--- config.mk ---
export PLATFORM = sky130hd
export DESIGN_NAME = mem_arbiter
export DESIGN_NICKNAME = d
export VERILOG_FILES = /design/src/rtl/cpu_defs.sv /design/src/rtl/mem_arbiter.sv
export SDC_FILE = /design/constraint.sdc
export NUM_CORES = 1
export LEC_CHECK = 0
export ABC_CLOCK_PERIOD_IN_PS = 3200
export BUFFER_PORTS_ARGS = -buffer_cell sky130_fd_sc_hd__buf_2
export CAP_MARGIN = 20
export CELL_PAD_IN_SITES_DETAIL_PLACEMENT = 1
export CELL_PAD_IN_SITES_GLOBAL_PLACEMENT = 1
export CORE_ASPECT_RATIO = 1.2
export CORE_MARGIN = 4
export CORE_UTILIZATION = 17
export DETAILED_ROUTE_END_ITERATION = 12
export PLACE_DENSITY_LB_ADDON = 0.1
export SLEW_MARGIN = 25
export SYNTH_ARGS = -nofsm -noshare
export SYNTH_HDL_FRONTEND = slang
export SYNTH_SLANG_ARGS = --single-unit
--- constraint.sdc ---
create_clock -name clk -period 3.2 [get_ports clk]
set_clock_uncertainty 0.15 [all_clocks]
set_input_delay 0.48 -clock clk [delete_from_list [all_inputs] [get_ports clk]]
set_output_delay 0.48 -clock clk [all_outputs]
set_load 0.02 [all_outputs]
--- src/rtl/cpu_defs.sv ---
// Shared CPU memory-subsystem definitions: arbiter FSM encoding and line geometry.
// Latency: n/a (package only).
// Backpressure: n/a (package only).
package cpu_defs;

  // Default cache line length in 32-bit words.
  localparam int WORDS_DEFAULT = 4;

  // Arbiter FSM encoding; kept as plain constants so legacy code can compare raw bits.
  localparam logic [1:0] ST_IDLE  = 2'd0;
  localparam logic [1:0] ST_GNT_D = 2'd1;
  localparam logic [1:0] ST_GNT_I = 2'd2;

  // Encoding of the last-granted requester, used for the round-robin tie-break.
  localparam logic LAST_I = 1'b0;
  localparam logic LAST_D = 1'b1;

endpackage

--- src/rtl/mem_arbiter.sv ---
// Arbitrates I-cache and D-cache line refills/writebacks onto one word-wide memory port.
// Latency: one IDLE cycle to grant, then words issue back-to-back; responses may lag issue freely.
// Backpressure: issue stalls while mem_addr_ok is low; the grant is held until the last response.
//
// Ports:
//   clk, rst                        clock and synchronous active-high reset
//   i_req/i_addr, i_rvalid/i_done   I-cache line read request and per-word/end-of-line strobes
//   d_req/d_wr/d_addr/d_wdata       D-cache line request, direction (1 = writeback), writeback word
//   d_widx                          index of the writeback word the D-cache must present on d_wdata
//   d_rvalid/d_done                 D-cache per-word read strobe and end-of-line pulse
//   r_idx/rdata                     word index and data of the current response (both requesters)
//   mem_*                           memory port: request, direction, word address, write data,
//                                   request accept, response strobe, read data
module mem_arbiter
  import cpu_defs::*;
#(
  parameter int WORDS = WORDS_DEFAULT
) (
  input  logic                       clk,
  input  logic                       rst,
  input  logic                       i_req,
  input  logic [31:0]                i_addr,
  output logic                       i_rvalid,
  output logic                       i_done,
  input  logic                       d_req,
  input  logic                       d_wr,
  input  logic [31:0]                d_addr,
  input  logic [31:0]                d_wdata,
  output logic [$clog2(WORDS)-1:0]   d_widx,
  output logic                       d_rvalid,
  output logic                       d_done,
  output logic [$clog2(WORDS)-1:0]   r_idx,
  output logic [31:0]                rdata,
  output logic                       mem_req,
  output logic                       mem_wr,
  output logic [31:0]                mem_addr,
  output logic [31:0]                mem_wdata,
  input  logic                       mem_addr_ok,
  input  logic                       mem_data_ok,
  input  logic [31:0]                mem_rdata
);

  localparam int IW = $clog2(WORDS);
  localparam int CW = IW + 1;
  // Counters carry one extra bit so "all WORDS issued" is distinct from index 0.
  localparam logic [CW-1:0] LINE_WORDS = CW'(WORDS);
  localparam logic [CW-1:0] LAST_WORD  = CW'(WORDS - 1);

  logic [1:0]    state;
  logic          lastGnt;
  logic [CW-1:0] issueCnt;
  logic [CW-1:0] retCnt;

  logic          inGntD;
  logic          inGntI;
  logic          granted;
  logic          wrLine;
  logic          lastResp;
  logic [31:0]   baseAddr;
  logic          unusedBaseBits;

  assign inGntD   = (state == ST_GNT_D);
  assign inGntI   = (state == ST_GNT_I);
  assign granted  = inGntD | inGntI;
  assign wrLine   = inGntD & d_wr;
  assign baseAddr = inGntD ? d_addr : i_addr;

  // Line-aligned base: the word-offset bits are replaced by issueCnt.
  assign unusedBaseBits = ^baseAddr[1+IW:0];

  // Issue side: runs ahead of responses until every word of the line is accepted.
  assign mem_req   = granted && (issueCnt != LINE_WORDS);
  assign mem_wr    = mem_req & wrLine;
  assign mem_addr  = mem_req ? {baseAddr[31:2+IW], issueCnt[IW-1:0], 2'b00} : 32'd0;
  assign d_widx    = wrLine ? issueCnt[IW-1:0] : '0;
  assign mem_wdata = (mem_req & wrLine) ? d_wdata : 32'd0;

  // Response side: strobes only while a line is granted, so stray acks after reset are dropped.
  assign lastResp = mem_data_ok && granted && (retCnt == LAST_WORD);
  assign i_rvalid = mem_data_ok & inGntI;
  assign d_rvalid = mem_data_ok & inGntD & ~d_wr;
  assign i_done   = lastResp & inGntI;
  assign d_done   = lastResp & inGntD;
  assign r_idx    = retCnt[IW-1:0];
  assign rdata    = granted ? mem_rdata : 32'd0;

  always_ff @(posedge clk) begin
    if (rst) begin
      state    <= ST_IDLE;
      lastGnt  <= LAST_I;
      issueCnt <= '0;
      retCnt   <= '0;
    end else begin
      case (state)
        ST_IDLE: begin
          // D wins a tie only if I was served last; otherwise alternate.
          if (d_req && (!i_req || lastGnt == LAST_I)) begin
            state <= ST_GNT_D;
          end else if (i_req) begin
            state <= ST_GNT_I;
          end
        end
        ST_GNT_D, ST_GNT_I: begin
          // Non-preemptive: only the final response ends the grant, even if req drops.
          if (mem_req && mem_addr_ok) begin
            issueCnt <= issueCnt + CW'(1);
          end
          if (mem_data_ok) begin
            if (retCnt == LAST_WORD) begin
              state    <= ST_IDLE;
              lastGnt  <= inGntD ? LAST_D : LAST_I;
              issueCnt <= '0;
              retCnt   <= '0;
            end else begin
              retCnt <= retCnt + CW'(1);
            end
          end
        end
        default: begin
          state    <= ST_IDLE;
          issueCnt <= '0;
          retCnt   <= '0;
        end
      endcase
    end
  end

endmodule

; ---- Word level (Yosys, flattened, before mapping)
; Index checks and enable logic that the tools add are counted.
[op_classes]
addsub = 2
n_reduce_logical = 12
n_mux = 18
bitwise_logic = 11
multipliers = 0
order_cmp = 0
shift = 0
div_mod_pow = 0
eq_ne = 7
[ops]
columns = cell, n
row1 = $mux 32, 4
row2 = $mux 3, 5
row3 = $pmux 3 s2, 2
row4 = $mux 2, 5
row5 = $and 1x1->1, 7
row6 = $add 3x1->3 const B, 2
row7 = $ne 3x3->1 const B, 2
row8 = $reduce_and 3->1, 2
row9 = $logic_and 1x1->1, 5
row10 = $ne 2x2->1 const B, 2
row11 = $pmux 2 s2, 1
row12 = $eq 3x2->1 const B, 1
row13 = $not 1->1, 3
row14 = $eq 2x1->1 const B, 1
row15 = $eq 2x2->1 const B, 1
row16 = $logic_not 2->1, 1
row17 = $reduce_and 2->1, 1
row18 = $reduce_or 2->1, 1
row19 = $logic_not 1->1, 1
row20 = $logic_or 1x1->1, 1
row21 = $mux 1, 1
row22 = $or 1x1->1, 1
[word_totals]
n_memories = 0
ramBits = 0
in_bits = 135
latchBits = 0
romBits = 0
regBits = 9
out_inout_bits = 106
elab_cells = 54

; ---- Logic depth before layout (Yosys ltp)
; Gate-level depths: netlist of the first run.
[logic_depth]
ltp_word = 8
mapped_depth = 7
ltp_nobuf = 6

; ---- Worst setup path after synthesis of the first run
; No wires, ideal clock.
[synth_timing]
path_type = reg-to-output
start = register state[1]
end = output port mem_wdata[22]
t_required_ps = 2570
arrival_time_ps = 1707
n_path_buf = 2
path_stages_with_launch = 8
setup_slack_ps = 863
cell_sequence = dfxtp_1 > inv_1 > ha_1 > a21bo_1 > buf_2 > nor2_2 > buf_2 > and2_1
[synth_via]
elab_chain_cells = 5
word_cells_on_any_way = 7
cone_classes = 2 x eq/ne / 1 x mux / 3 x bitwise / 1 x reduce/logical
[synth_rtl]
columns = item, line_no
row1 = start: declaration, mem_arbiter.sv:49  ; logic [1:0] state;
row2 = start signal: assignment, mem_arbiter.sv:89  ; state <= ST_IDLE;
row3 = start signal: assignment, mem_arbiter.sv:98  ; state <= ST_GNT_D;
row4 = start signal: assignment, mem_arbiter.sv:100  ; state <= ST_GNT_I;
row5 = $eq 2x1->1 or $eq 2x2->1 (tied branches), "mem_arbiter.sv:62, mem_arbiter.sv:63"
row6 = $or 1x1->1, mem_arbiter.sv:64  ; assign granted = inGntD | inGntI;
row7 = $logic_and 1x1->1, mem_arbiter.sv:72  ; assign mem_req = granted && (issueCnt != LINE_WORDS);
row8 = $and 1x1->1 (*), --
row9 = named net mem_wr, mem_arbiter.sv:35  ; output logic mem_wr,
row10 = $mux 32 (*), mem_arbiter.sv:76  ; assign mem_wdata = (mem_req & wrLine) ? d_wdata : 32'd0;
row11 = end: declaration, mem_arbiter.sv:37  ; output logic [31:0] mem_wdata,
; Mark *: on every way through the listed nets, which the timed path passes. The rest lies on a longest branch.

; ---- Worst setup path in the final report of the first run
[layout_timing]
start = register state[1]
end = output port mem_wdata[5]
[layout_via]
elab_chain_cells = 5
word_cells_on_any_way = 7
cone_classes = 2 x eq/ne / 1 x mux / 3 x bitwise / 1 x reduce/logical
[layout_rtl]
columns = item, line_no
row1 = $eq 2x1->1 or $eq 2x2->1 (tied branches), "mem_arbiter.sv:62, mem_arbiter.sv:63"
row2 = $or 1x1->1, mem_arbiter.sv:64
row3 = $logic_and 1x1->1, mem_arbiter.sv:72
row4 = $and 1x1->1 (*), mem_arbiter.sv:76
row5 = $mux 32 (*), mem_arbiter.sv:76
; Mark *: on every way between the ends. The rest lies on a longest branch, timed or not.

==> results.py, run 1 <==
metrics = {
    "run_status": {
        "run_status": "completed",
    },
    "detailed_routing": {
        "viasPerCell": 4.150,
        "first_pass_iters": 4,
        "wl_per_cell_um": 14.77,
        "drc": 0,
        "ant_nets": 0,
        "first_iter_violations": 49,
        "num_vias": 2266,
        "wl_um": 8065,
    },
    "timing": {
        "post-route-period-util_pct": 84.12,
        "hold_viol": 0,
        "post-route-min-period_ns": 2.692,
        "slew_headroom_pct": 66.35,
        "setup_tns_ns": 0,
        "slew_violations": 0,
        "max_freq_mhz": 371.5,
        "tightest_slew_ns": 0.5047,
        "rsz0062_at_grt": "no",
        "setup_viol": 0,
    },
    "pwr": {
        "leakage_nw": 1.640,
        "combPwrFrac_pct": 81.8,
        "powerDensity_mw_per_mm2": 531.6,
        "max-vdd-ir-drop_mv": 0.2072,
        "intPower_mw": 0.6425,
        "pwr-share-seq_pct": 8.9,
        "p_clk_share_pct": 9.3,
        "p_switching_mw": 0.8162,
        "p_sw_share_pct": 55.95,
    },
    "yosys": {
        "syn_avg_cell_area_um2": 6.864,
        "synth-seq-cells": 9,
        "syn_area_mm2": 0.001469,
        "postSynthCellCount": 214,
        "synth.distinct_cells": 31,
        "seq_area_frac_synth_pct": 12.27,
        "synth.area.top_cells": "and2_1, mux2i_1, dfxtp_1, nor2_1, ha_1",
        "yosysTopAreaCellShare_pct": 27.68,
        "yosysTopAreaCell": "and2_1",
        "ys_warn_count": 0,
    },
    "die": {
        "io_pins": 241,
        "die_y_um": 109.8,
        "coreArea_mm2": 0.008288,
        "rows": 36,
        "dieArea_mm2": 0.01020,
        "die_x_um": 92.86,
        "start_util_pct": 17.72,
    },
    "clocking": {
        "clkTransAtPathRegs_ns": 0.05,
        "clock_path_buffers": 2,
        "root_buffer": "clkbuf_8",
        "insertion_delay_ns": 0.23,
        "cts.sinks": 9,
        "cts_tree": "done",
        "numCtsBuffers": 3,
        "htreeDepth": 1,
        "ctsResizeCount": 0,
        "post_cts_buffers": 0,
        "hold_buffers": 0,
    },
    "place": {
        "dpl.cell_count": 542,
        "dpl.hpwl_um": 6964,
        "place_congestion": 0.7439,
        "port-buffer-count": 230,
    },
    "setup_path": {
        "path_cells": "inv_1 > ha_1 > a21bo_1 > nor2_2 > buf_4 > and2_1 > buf_2",
        "worstReg2RegEnd": "issueCnt[2]",
        "r2r-start": "state[1]",
        "worstPathArrival_ns": 2.06,
        "slowest_delay_ns": 0.35,
        "cp_max_fo": 26,
        "end_kind": "output pin",
        "ff2ff_setup_slack_ns": 1.15,
        "cpMaxStageDelayCell": "dfxtp_1",
        "worstPathRequired_ns": 2.57,
        "timing.reg2reg.worst_path_depth": 6,
        "cp-start-kind": "flop",
        "critical_path_class": "reg2out",
    },
    "worst_hold_path": {
        "hold_path_class": "reg2reg",
        "hold_depth": 2,
        "min_to": "issueCnt[2]",
        "worstHoldStart": "issueCnt[2]",
    },
    "global_routing": {
        "track_usage_pct": 13.91,
        "antenna_found_initial": 2,
        "grt_max_degree": 42,
        "grt_pass1_vias": 2239,
        "gr-total-overflow": 0,
        "grt_first_pass_wirelength_um": 11390,
    },
    "job": {
        "max_cap_viol_count": 0,
    },
    "cells_and_area": {
        "nNetsFinal": 574,
        "layout-drive-gt1-share_pct": 55.79,
        "instances_no_fill": 546,
        "areaGrowthSynthToFinish_pct": 86.80,
        "n_antenna_cell": 0,
    },
}
==> power groups by stage <==
| stage | Clock (mW) | Sequential, mW | Combinational (mW) |
|---|---|---|---|
| finish | 0.136 | 0.129 | 1.19 |
| global route | 0.143 | 0.130 | 1.30 |
| global placement | 0 | 0.131 | 1.20 |
| floorplan | 0 | 0.129 | 0.804 |
| CTS | 0.137 | 0.129 | 1.22 |
| detailed placement | 0 | 0.132 | 1.22 |
==> area by class of cell <==
type / count / area [um2]
inverter: 9 / 33.78
tap: 114 / 142.6
sequential: 9 / 180.2
multi-input combinational: 176 / 1161
clock buffer: 4 / 45.04
timing repair buffer: 234 / 1181
fill: 1142 / 5544
==> metal layers <==
metal  wire, um  vias to the layer above  global-route usage, %
met2       4243                      122                  27.28
met5         25                        -                      0
met1       2757                     1007                  13.86
li1           -                     1121                      -
met3        899                       12                  4.449
met4        138                        4                  4.084
==> synthesized netlist by cell type (all sizes together) <==
| master | number |
|---|---|
| nand2 | 3 |
| dfxtp | 9 |
| a311o | 1 |
| or4 | 2 |
| and2 | 65 |
| nand4 | 1 |
| a21oi | 7 |
| a311oi | 2 |
| nor2 | 37 |
| nand4b | 1 |
| nand3b | 1 |
| inv | 9 |
| clkbuf | 11 |
| a22oi | 1 |
| nand3 | 2 |
| nand2b | 1 |
| mux2i | 29 |
| nor2b | 4 |
| nor3 | 1 |
| o31ai | 1 |
| a21bo | 2 |
| o21ai | 4 |
| nor3b | 2 |
| ha | 6 |
| conb | 1 |
| buf | 10 |
| o21ba | 1 |
==> worst max path at each step <==
stage	start	endpoint	slack (ns)
global placement	state[1]	mem_wdata[5]	0.71
CTS	state[1]	mem_wdata[5]	0.44
detailed placement	state[1]	mem_wdata[5]	0.70
global route	state[1]	mem_wdata[5]	0.30
floorplan	state[1]	mem_wdata[22]	0.86
finish	state[1]	mem_wdata[5]	0.51
==> critical path: cells and delay by family (launching register included) <==
family | cells | cell delay [ns]
and+or+nand+nor | 2 | 0.43
AOI/OAI and AO/OA | 1 | 0.22
buffers and inverters | 3 | 0.54
adders and majority gates | 1 | 0.29
DFF | 1 | 0.35
==> placed cells by master, fill, tap and decap left out, drive strengths merged <==
cell type | synthesis | final
buf | 10 | 234
and2 | 65 | 65
nor2 | 37 | 37
mux2i | 29 | 29
inv | 9 | 9
dfxtp | 9 | 9
a21oi | 7 | 7
ha | 6 | 6
nor2b | 4 | 4
o21ai | 4 | 4
clkbuf | 11 | 4
nand2 | 3 | 3
nor3b | 2 | 2
a311oi | 2 | 2
or4 | 2 | 2
nand3 | 2 | 2
conb | 1 | 2
a21bo | 2 | 2
nand4b | 1 | 1
nand3b | 1 | 1
a22oi | 1 | 1
nor3 | 1 | 1
nand2b | 1 | 1
o31ai | 1 | 1
a311o | 1 | 1
o21ba | 1 | 1
nand4 | 1 | 1
==> state kept, by name, indices dropped and copies added, names as in the netlist <==
register	cells
issueCnt	3
lastGnt	1
retCnt	3
state	2
==> through the flow <==
| step | power [mW] | utilization, % | hold WS (ns) | setup WS (ns) | area, um2 |
|---|---|---|---|---|---|
| after floorplan | 0.9339 | - | 0.3025 | 0.8629 | 1473 |
| after global placement | 1.334 | 32.56 | 0.3156 | 0.7060 | 2699 |
| after detailed placement | 1.351 | 32.56 | 0.3348 | 0.6959 | 2699 |
| after CTS | 1.489 | 33.11 | 0.3448 | 0.4380 | 2744 |
| after global routing | 1.577 | 33.11 | 0.3604 | 0.2979 | 2744 |
| final | 1.459 | 33.11 | 0.3371 | 0.5080 | 2744 |
==> cells by family after synthesis <==
group | Yosys count | synth area share [%]
compound gates | 19 | 8.689
fa+ha+maj | 6 | 5.111
buf+inv | 30 | 9.114
flops | 9 | 12.27
mux | 29 | 19.76
other cells | 1 | 0.2553
simple gates | 120 | 44.80
No activity file was read; power rests on OpenSTA's default activity.
==> run 2: changes to the inputs <==
--- a/config.mk
+++ b/config.mk
@@ -5,14 +5,14 @@
 export SDC_FILE = /design/constraint.sdc
 export NUM_CORES = 1
 export LEC_CHECK = 0
-export ABC_CLOCK_PERIOD_IN_PS = 3200
+export ABC_CLOCK_PERIOD_IN_PS = 2200
 export BUFFER_PORTS_ARGS = -buffer_cell sky130_fd_sc_hd__buf_2
 export CAP_MARGIN = 20
 export CELL_PAD_IN_SITES_DETAIL_PLACEMENT = 1
 export CELL_PAD_IN_SITES_GLOBAL_PLACEMENT = 1
 export CORE_ASPECT_RATIO = 1.2
 export CORE_MARGIN = 4
-export CORE_UTILIZATION = 17
+export CORE_UTILIZATION = 14
 export DETAILED_ROUTE_END_ITERATION = 12
 export PLACE_DENSITY_LB_ADDON = 0.1
 export SLEW_MARGIN = 25
==> constraint.sdc (replaced) <==
create_clock -name clk -period 2.2 [get_ports clk]
set_clock_uncertainty 0.15 [all_clocks]
set_input_delay 0.33 -clock clk [delete_from_list [all_inputs] [get_ports clk]]
set_output_delay 0.33 -clock clk [all_outputs]
set_load 0.02 [all_outputs]
==> run 2 against run 1 <==
Effect of this change:
- final cell count increased by 4.0%
- sequential share of layout area fell by 0.84 points
- wire length grew 6.7%
- register-to-register slack got worse by 0.82 ns
- highest routed layer is now met4
- combinational power up 63%
- sequential power increased by 48%
- critical endpoint is now mem_wdata[7]
- worst setup slack got worse by 0.50 ns
- via count grew 2.7%
- count of clock-buffer cells in the layout unchanged
- power increased by 69%
- largest cell class unchanged
- first-iteration DRC count fell by 29%
- largest power group unchanged
- clock power increased by 140%
==> results.py, run 2 (same netlist as run 1, synthesis figures left out) <==
metrics = {
    "detailed_routing": {
        "wl_per_cell_um": 15.15,
        "ant_nets": 0,
        "num_vias": 2328,
        "drc": 0,
        "first_pass_iters": 4,
        "wl_um": 8608,
        "first_iter_violations": 35,
        "viasPerCell": 4.099,
    },
    "die": {
        "start_util_pct": 14.53,
        "rows": 40,
        "dieArea_mm2": 0.01220,
        "die_y_um": 120.2,
        "coreArea_mm2": 0.01011,
        "io_pins": 241,
        "die_x_um": 101.5,
    },
    "setup_path": {
        "worstPathRequired_ns": 1.72,
        "cp-start-kind": "flop",
        "end_kind": "output pin",
        "r2r-start": "state[0]",
        "crit_start": "state[0]",
        "worstPathArrival_ns": 1.71,
        "critical_path_class": "reg2out",
        "cp_max_fo": 17,
    },
    "place": {
        "place_area_mm2": 0.002761,
        "dpl.hpwl_um": 7092,
        "port-buffer-count": 230,
        "post-place-ws_ns": 0.1222,
        "place_congestion": 0.6941,
        "dpl.cell_count": 557,
    },
    "clocking": {
        "root_buffer": "clkbuf_16",
        "hold_buffers": 0,
        "cts_tree": "done",
        "clock_path_buffers": 2,
        "clkTransAtPathRegs_ns": 0.04,
        "insertion_delay_ns": 0.24,
        "numCtsBuffers": 3,
        "cts.sinks": 9,
        "htreeDepth": 1,
    },
    "pwr": {
        "leakage_nw": 1.780,
        "max-vdd-ir-drop_mv": 0.3592,
        "powerDensity_mw_per_mm2": 761.2,
    },
    "global_routing": {
        "gr-total-overflow": 0,
        "grt_first_pass_wirelength_um": 12100,
        "track_usage_pct": 12.55,
        "grt_pass1_vias": 2282,
        "grt_max_degree": 27,
        "antenna_found_initial": 0,
    },
    "timing": {
        "rsz0062_at_grt": "yes",
        "post-route-period-util_pct": 99.73,
        "setup_viol": 0,
        "setup_slack_ns": 0.005831,
        "post-route-min-period_ns": 2.194,
        "slew_violations": 0,
        "max_freq_mhz": 455.8,
        "hold_viol": 0,
    },
    "run_status": {
        "run_status": "completed",
    },
    "cells_and_area": {
        "postLayoutCellArea_mm2": 0.003232,
        "layout_common_cells": "buf_2, and2_1, nor2_1, buf_6, mux2i_1",
        "areaGrowthSynthToFinish_pct": 120.0,
        "reg_top3": "issueCnt x3, retCnt x3, state x2",
        "n_antenna_cell": 0,
        "instances_no_fill": 568,
        "layout-drive-gt1-share_pct": 64.25,
        "nNetsFinal": 584,
        "final_common_cell": "buf_2",
        "fillCellCount": 1268,
    },
    "job": {
        "max_cap_viol_count": 0,
    },
    "worst_hold_path": {
        "hold_path_class": "in2reg",
        "worstHoldStart": "rst",
    },
}
[run 2: cell types whose count changed in the layout (fill, tap and decap cells not counted), moves of 4 or more]
cell,change
and2_4,+24
buf_4,+4
buf_2,-33
buf_6,+34
dfxtp_1,-4
dfxtp_2,+4
and2_1,-24
[run 2: worst paths after layout]
path | to | slack (ns) | cells past startpoint
max | mem_wdata[7] | 0.006 | 8
min | lastGnt | 0.20 | 2
max reg2reg | issueCnt[2] | 0.33 | 6
min reg2reg | lastGnt | 0.34 | 2
[run 2: final cells by class]
type	count	area (um2)	share of cell area (%)
clock buffer	4	78.83	2.439
inverter	9	33.78	1.045
multi-input combinational	176	1245	38.52
tap	126	157.7	4.878
sequential	9	185.2	5.730
timing repair buffer	244	1531	47.39
[run 2: timing repair]
action,4_1_cts,5_1_grt
setup endpoints to repair,80,59
pin swaps,10,8
cloned,2,0
setup buffers,7,0
gates resized for setup,95,9
[run 2: power breakdown]
group,switching [mW],internal (mW)
Sequential,0.0107,0.181
Clock,0.0865,0.243
Combinational,1.15,0.785
[run 2: metrics by stage]
step                power (mW)  utilization (%)  setup TNS, ns  hold slack, ns
floorplan                1.358                -              0          0.2491
global placement         2.009            27.31              0          0.3191
detailed placement       2.023            27.31              0          0.3360
CTS                      2.517            31.78       -0.03780          0.1984
global route             2.649            31.97         -1.912          0.2095
finish                   2.460            31.97              0          0.2022
[run 2: layer usage]
metal / global-route usage, % / part of all wire [%]
met2: 26.19 / 58
met5: 0 / 0
met3: 3.001 / 9.7
met4: 2.328 / 0.79
met1: 11.94 / 32
[run 2: critical path, cell delays in order (launching register included)]
cell	delay [ns]
dfxtp_2	0.33
inv_2	0.05
ha_4	0.26
a21bo_4	0.23
nor2_4	0.09
buf_4	0.12
buf_12	0.13
and2_1	0.14
buf_6	0.12
==> run 3: changes to the inputs <==
--- a/config.mk
+++ b/config.mk
@@ -5,7 +5,7 @@
 export SDC_FILE = /design/constraint.sdc
 export NUM_CORES = 1
 export LEC_CHECK = 0
-export ABC_CLOCK_PERIOD_IN_PS = 2200
+export ABC_CLOCK_PERIOD_IN_PS = 1850
 export BUFFER_PORTS_ARGS = -buffer_cell sky130_fd_sc_hd__buf_2
 export CAP_MARGIN = 20
 export CELL_PAD_IN_SITES_DETAIL_PLACEMENT = 1
==> constraint.sdc (replaced) <==
create_clock -name clk -period 1.85 [get_ports clk]
set_clock_uncertainty 0.15 [all_clocks]
set_input_delay 0.2775 -clock clk [delete_from_list [all_inputs] [get_ports clk]]
set_output_delay 0.2775 -clock clk [all_outputs]
set_load 0.02 [all_outputs]
==> run 3 against run 2 <==
Effect of this change:
- the run now ends with negative setup slack left
- clock power rose by 16%
- core utilization up 7.6 points
- final cell count grew 3.5%
- sequential cell count did not move
- combinational power grew 80%
- critical path type unchanged
==> results.py, run 3 (same netlist as run 1, synthesis figures left out) <==
metrics = {
    "detailed_routing": {
        "wl_per_cell_um": 15.62,
        "num_vias": 2438,
        "drc": 0,
        "first_iter_violations": 35,
        "ant_nets": 0,
        "wl_um": 9185,
        "viasPerCell": 4.146,
        "first_pass_iters": 3,
    },
    "clocking": {
        "htreeDepth": 1,
        "root_buffer": "clkbuf_16",
        "hold_buffers": 0,
        "cts_tree": "done",
        "clkTransAtPathRegs_ns": 0.04,
        "clock_path_buffers": 2,
        "insertion_delay_ns": 0.23,
        "numCtsBuffers": 3,
        "cts.sinks": 9,
    },
    "global_routing": {
        "gr-total-overflow": 0,
        "grt_pass1_vias": 2529,
        "grt_max_degree": 24,
        "track_usage_pct": 13.71,
        "grt_first_pass_wirelength_um": 13280,
        "antenna_found_initial": 0,
    },
    "timing": {
        "hold_ws_ns": 0.1676,
        "slew_violations": 0,
        "post-route-period-util_pct": 117.4,
        "post-route-min-period_ns": 2.173,
        "hold_viol": 0,
        "setup_viol": 100,
        "setup_slack_ns": -0.3226,
        "rsz0062_at_grt": "yes",
        "max_freq_mhz": 460.3,
        "setup_tns_ns": -20.24,
    },
    "die": {
        "io_pins": 241,
        "die_y_um": 120.2,
        "dieArea_mm2": 0.01220,
        "die_x_um": 101.5,
        "coreArea_mm2": 0.01011,
        "rows": 40,
        "start_util_pct": 14.53,
    },
    "cells_and_area": {
        "final_common_cell": "buf_2",
        "layout-drive-gt1-share_pct": 75.76,
        "n_antenna_cell": 0,
        "areaGrowthSynthToFinish_pct": 172.3,
        "postLayoutCellArea_mm2": 0.004000,
        "instances_no_fill": 588,
        "nNetsFinal": 604,
        "layout_common_cells": "buf_2, buf_4, buf_6, and2_1, and2_4",
        "reg_top3": "issueCnt x3, retCnt x3, state x2",
        "fillCellCount": 1227,
    },
    "pwr": {
        "p_total_mw": 4.105,
        "max-vdd-ir-drop_mv": 0.4565,
        "leakage_nw": 1.985,
        "p_clk_share_pct": 9.3,
        "p_switching_mw": 1.814,
        "pwr-share-seq_pct": 5.5,
        "p_sw_share_pct": 44.19,
        "combPwrFrac_pct": 85.2,
        "powerDensity_mw_per_mm2": 1026,
        "intPower_mw": 2.291,
    },
    "place": {
        "place_congestion": 0.6819,
        "dpl.hpwl_um": 6959,
        "port-buffer-count": 230,
        "dpl.cell_count": 567,
        "place_area_mm2": 0.003004,
    },
    "setup_path": {
        "cpMaxStageDelayCell": "dfxtp_2",
        "worstPathArrival_ns": 1.75,
        "cp_num_buf_inv": 4,
        "critical_path_class": "reg2out",
        "cp_common_cell": "buf_6",
        "path_cells": "inv_2 > ha_4 > a21bo_4 > nor2_4 > buf_6 > buf_16 > and2_4 > buf_6",
        "worstPathRequired_ns": 1.42,
        "critical-path-top-delay-family": "buffers and inverters",
        "slowest_delay_ns": 0.33,
        "cp_max_fo": 6,
        "cp-start-kind": "flop",
        "end_kind": "output pin",
    },
    "worst_hold_path": {
        "hold_path_class": "in2reg",
    },
    "run_status": {
        "failed_checks": "negative setup slack",
        "run_status": "finished with violations",
    },
    "job": {
        "max_cap_viol_count": 0,
    },
}
## run 3: routing by layer
layer  up-vias  wire length, um  global-route usage (%)  part of all wire (%)
met2       137             5251                   29.13                    57
li1       1188                -                       -                     -
met1      1111             2967                   13.11                    32
met5         -                0                       0                     0
met4         0               24                   1.746                  0.26
met3         2              942                   3.001                    10
## run 3: worst reg2reg max path: stages (launching register included)
cell and delay [ns]:
dfxtp_2 0.33, inv_2 0.05, ha_4 0.25, a21bo_4 0.24, buf_4 0.15, or4_4 0.52
a21oi_2 0.14
## run 3: area by class of cell
class                           instances  area, um2  share of cell area, %
Clock buffer                            4      78.83                  1.971
Sequential cell                         9      182.7                  4.567
Tap cell                              126      157.7                  3.941
Multi-Input combinational cell        176       1460                  36.50
Inverter                                9      33.78                 0.8445
Timing Repair Buffer                  264       2087                  52.17
## run 3: path summary, 6_finish.rpt
kind,cells past startpoint,endpoint,slack (ns),from
setup reg to reg,6,issueCnt[2],-0.04,state[0]
hold reg to reg,1,retCnt[2],0.35,retCnt[2]
setup / recovery,8,mem_wdata[4],-0.32,state[0]
hold / removal,2,retCnt[0],0.17,rst
## run 3: power by group through the flow
stage | clock network (mW) | logic [mW] | registers, mW
global route | 0.396 | 3.74 | 0.228
finish | 0.381 | 3.50 | 0.226
global placement | 0 | 2.41 | 0.229
floorplan | 0 | 1.60 | 0.228
CTS | 0.390 | 3.36 | 0.226
detailed placement | 0 | 2.43 | 0.229
## run 3: through the flow
stage,worst slack [ns],utilization (%)
final,-0.3226,39.57
after global routing,-0.3898,39.57
after CTS,-0.3599,38.30
after detailed placement,-0.1275,29.72
after global placement,-0.1170,29.72
after floorplan,-0.03450,-
## run 3: what timing repair did
item / CTS / global route
pin swaps: 20 / 6
gates resized for setup: 175 / 33
setup buffers: 10 / 3
endpoints found under the setup margin: 105 / 105
endpoints found under the hold margin: 0 / 0
gates cloned: 6 / 1
